==> config.mk <==
export PLATFORM = sky130hd
export DESIGN_NAME = stream_word_check
export DESIGN_NICKNAME = d
export VERILOG_FILES = /design/src/rtl/stream_pkg.sv /design/src/rtl/stream_word_check.sv
export SDC_FILE = /design/constraint.sdc
export NUM_CORES = 1
export LEC_CHECK = 0
export CORE_MARGIN = 1.5
export CORE_UTILIZATION = 29
export DETAILED_ROUTE_END_ITERATION = 6
export PLACE_DENSITY = 0.95
export SLEW_MARGIN = 10
export SYNTH_ARGS = -nofsm -noshare
export SYNTH_HDL_FRONTEND = slang
export SYNTH_SLANG_ARGS = --single-unit
export TNS_END_PERCENT = 30
==> constraint.sdc <==
create_clock -name vclk -period 4
set_input_delay 0.8 -clock vclk [all_inputs]
set_output_delay 0.8 -clock vclk [all_outputs]
set_load 0.02 [all_outputs]
==> src/rtl/stream_pkg.sv <==
// Shared constants, lane layout and lock-state encoding for the Aurora stream checker.
package stream_pkg;
  localparam int LANE_WIDTH    = 16;
  localparam int DATA_WIDTH    = 48;
  localparam int SYNC_GOOD_DEF = 4;
  localparam int LOSS_BAD_DEF  = 8;
  localparam int RUN_WIDTH     = 8;

  typedef enum logic [1:0] {
    HUNT = 2'd0,
    SYNC = 2'd1,
    LOCK = 2'd2
  } state_t;
endpackage

==> src/rtl/stream_word_check.sv <==
// Combinational word classifier: consistent when A == B and C == ~A, good when also A == expected.
module stream_word_check #(
  parameter int DATA_WIDTH = stream_pkg::DATA_WIDTH
) (
  input  logic [0:DATA_WIDTH-1]             word,
  input  logic [stream_pkg::LANE_WIDTH-1:0] expected,
  output logic                              consistent,
  output logic                              good
);
  import stream_pkg::*;

  logic [LANE_WIDTH-1:0] a, b, c;

  // Bit 0 of the word is the MSB of field A.
  assign a = word[0:LANE_WIDTH-1];
  assign b = word[LANE_WIDTH:2*LANE_WIDTH-1];
  assign c = word[2*LANE_WIDTH:3*LANE_WIDTH-1];

  assign consistent = (a == b) && (c == ~a);
  assign good       = consistent && (a == expected);
endmodule

==> impl_metrics.yaml, run 1 <==
routing:
  vias: 747
  drtPass1Iterations: 2
  vias_per_cell: 4.76
  drc: 0
  wl_per_cell_um: 12.0
  finalWirelength_um: 1890
  ant_nets: 0
  drt_iter0_drc: 2
setup_path:
  crit_path_start_kind: "input port"
  cp-end-kind: "output port"
  path_max_fanout: 3
  path_class: "input port to output port"
  cp_data_arrival_time_ps: 3080
  cp.required_ps: 3200
  critPathLaunch: "word[5]"
clock_tree:
  cts_hold_buf: 0
  cts_resized: 0
  post-cts-setup-buffers: 0
power_and_ir_drop:
  power_leakage_nw: 0.454
  clkPwrFrac: 0
  pwr-share-comb: 1.000
  netSwitchingFraction: 0.303
  p_sw_uw: 33.1
  p_seq_frac: 0
  p_per_area_nw_per_um2: 89.5
  power.internal_uw: 76.2
  power_uw: 109
  max-vdd-ir-drop_v: 0.0000491
sta:
  fin_ws_ps: 117
  drv_slew: 0
  hold-worst-slack_ps: 2830
  hold_violations: 0
  post-route-min-period_ps: 3880
  period_share: 0.971
  rsz0062_at_grt: "no"
  slew_headroom: 0.794
  setup_viol: 0
  worst_pin_slew_ps: 305
  max_freq_ghz: 0.258
  tns_ps: 0
floorplanning:
  initial_utilization: 0.306
  dieArea_um2: 2090
  rows: 15
  design.portCount: 66
  fp.coreArea_um2: 1730
  die_x_um: 45.7
  die_h_um: 45.7
hold_path:
  hold_path_end: "good"
  worstHoldPathType: "input port to output port"
  hold_path_startpoint: "word[38]"
  min_path_cells: 5
global_route:
  grt_use_total: 0.171
  grt_overflow: 0
  grt_pass1_vias: 728
  grt_max_degree: 4
  grt_antenna_before_repair: 0
  grt_pass1_wl_um: 2750
synthesis:
  netlist.area_leader.share: 0.382
  netlist_top_cells_area: "xor2_1 38%, and3b_1 13%, xnor2_1 12%, nor3b_1 10%, nor4_1 8.3%"
  yosys_warnings: 0
  synth_nets: 130
  synth.distinct_cells: 13
  synth_common_cells: "23 x xor2_1, 8 x and3b_1, 7 x nor3b_1, 7 x nor4_1, 7 x xnor2_1"
  syn_inst: 66
  syn-cell-area_um2: 528
  yosys.area.top_type: "xor2_1"
  yosysSeqAreaShare: 0
  synth.most_common_cell: "xor2_1"
  avgSynthCellArea_um2: 8.00
layout:
  area_delta_synth_final_pct: 131
  register_area_um2: 0
  filler_cell_count: 157
  design.seq.count: 0
  nClkBuffers: 0
  nNetsFinal: 198
  fin_area_um2: 1220
  drive_gt1_frac: 0.0227
  fin_cells: 157
  n_antenna_cell: 0
  final_util: 0.707
placement:
  place_area_um2: 1220
  post-place-ws_ps: 130
  gp_congestion: 0.659
  dp_hpwl_um: 1740
  port_buffers: 66
  dp_cells: 157
flow_run:
  maxCapViolCount: 0
status:
  outcome: "finished clean"
-- worst max-delay path by stage --
stage          slack [ps]    to  cells after the start
6_report              120  good                      6
5_1_grt                20  good                      6
4_1_cts               130  good                      6
3_5_place_dp          130  good                      6
3_3_place_gp          170  good                      6
2_1_floorplan        1070  good                      4
-- cell type report --
cell class / count / area, um2 / area share
Timing Repair Buffer: 66 / 661 / 0.542
Multi-Input combinational cell: 66 / 528 / 0.433
Tap cell: 25 / 31.3 / 0.0256
-- routing by layer --
| layer | track usage | wire, um |
|---|---|---|
| met1 | 0.160 | 644 |
| met2 | 0.394 | 1070 |
| met3 | 0.0159 | 176 |
| met4 | 0 | 0 |
| met5 | 0 | 0 |
-- power groups by stage --
| stage | logic (mW) | clock network [mW] | registers, mW |
|---|---|---|---|
| after floorplan | 0.0318 | 0 | 0 |
| after global placement | 0.107 | 0 | 0 |
| after detailed placement | 0.110 | 0 | 0 |
| after CTS | 0.110 | 0 | 0 |
| after global routing | 0.117 | 0 | 0 |
| final | 0.109 | 0 | 0 |
-- worst max-delay path, cell delays in order --
cell and delay (ps):
clkdlybuf4s50_1 520, and3b_1 180, o22ai_1 90, or4_4 550
nor4_2 290, clkdlybuf4s50_1 650
-- cells in the final DEF, fill, tap and decap left out --
cell	Yosys	final
clkdlybuf4s50_1	0	66
xor2_1	23	23
and3b_1	8	8
nor3b_1	7	7
xnor2_1	7	7
nor4_1	7	7
o22ai_1	5	5
nand2_1	2	2
nand4_1	2	2
nor3b_2	1	1
or4_4	1	1
nand2b_1	1	1
nor3_1	1	1
nor4_2	1	1
-- cell families (layout without fill, tap and decap cells) --
kind of cell	count (synthesis)	after routing	share of synthesized area
buffers and inverters	0	66	0
AO/OA/AOI/OAI	5	5	0.0592
AND/OR/NAND/NOR	31	31	0.443
XOR/XNOR	30	30	0.498
Power figures use the tool's default switching activity.
==> inputs of run 2 (changes only) <==
SLEW_MARGIN = not set   (was 10)
==> results of run 2 <==
Final layout, timing and power as in run 1 (identical DEF).
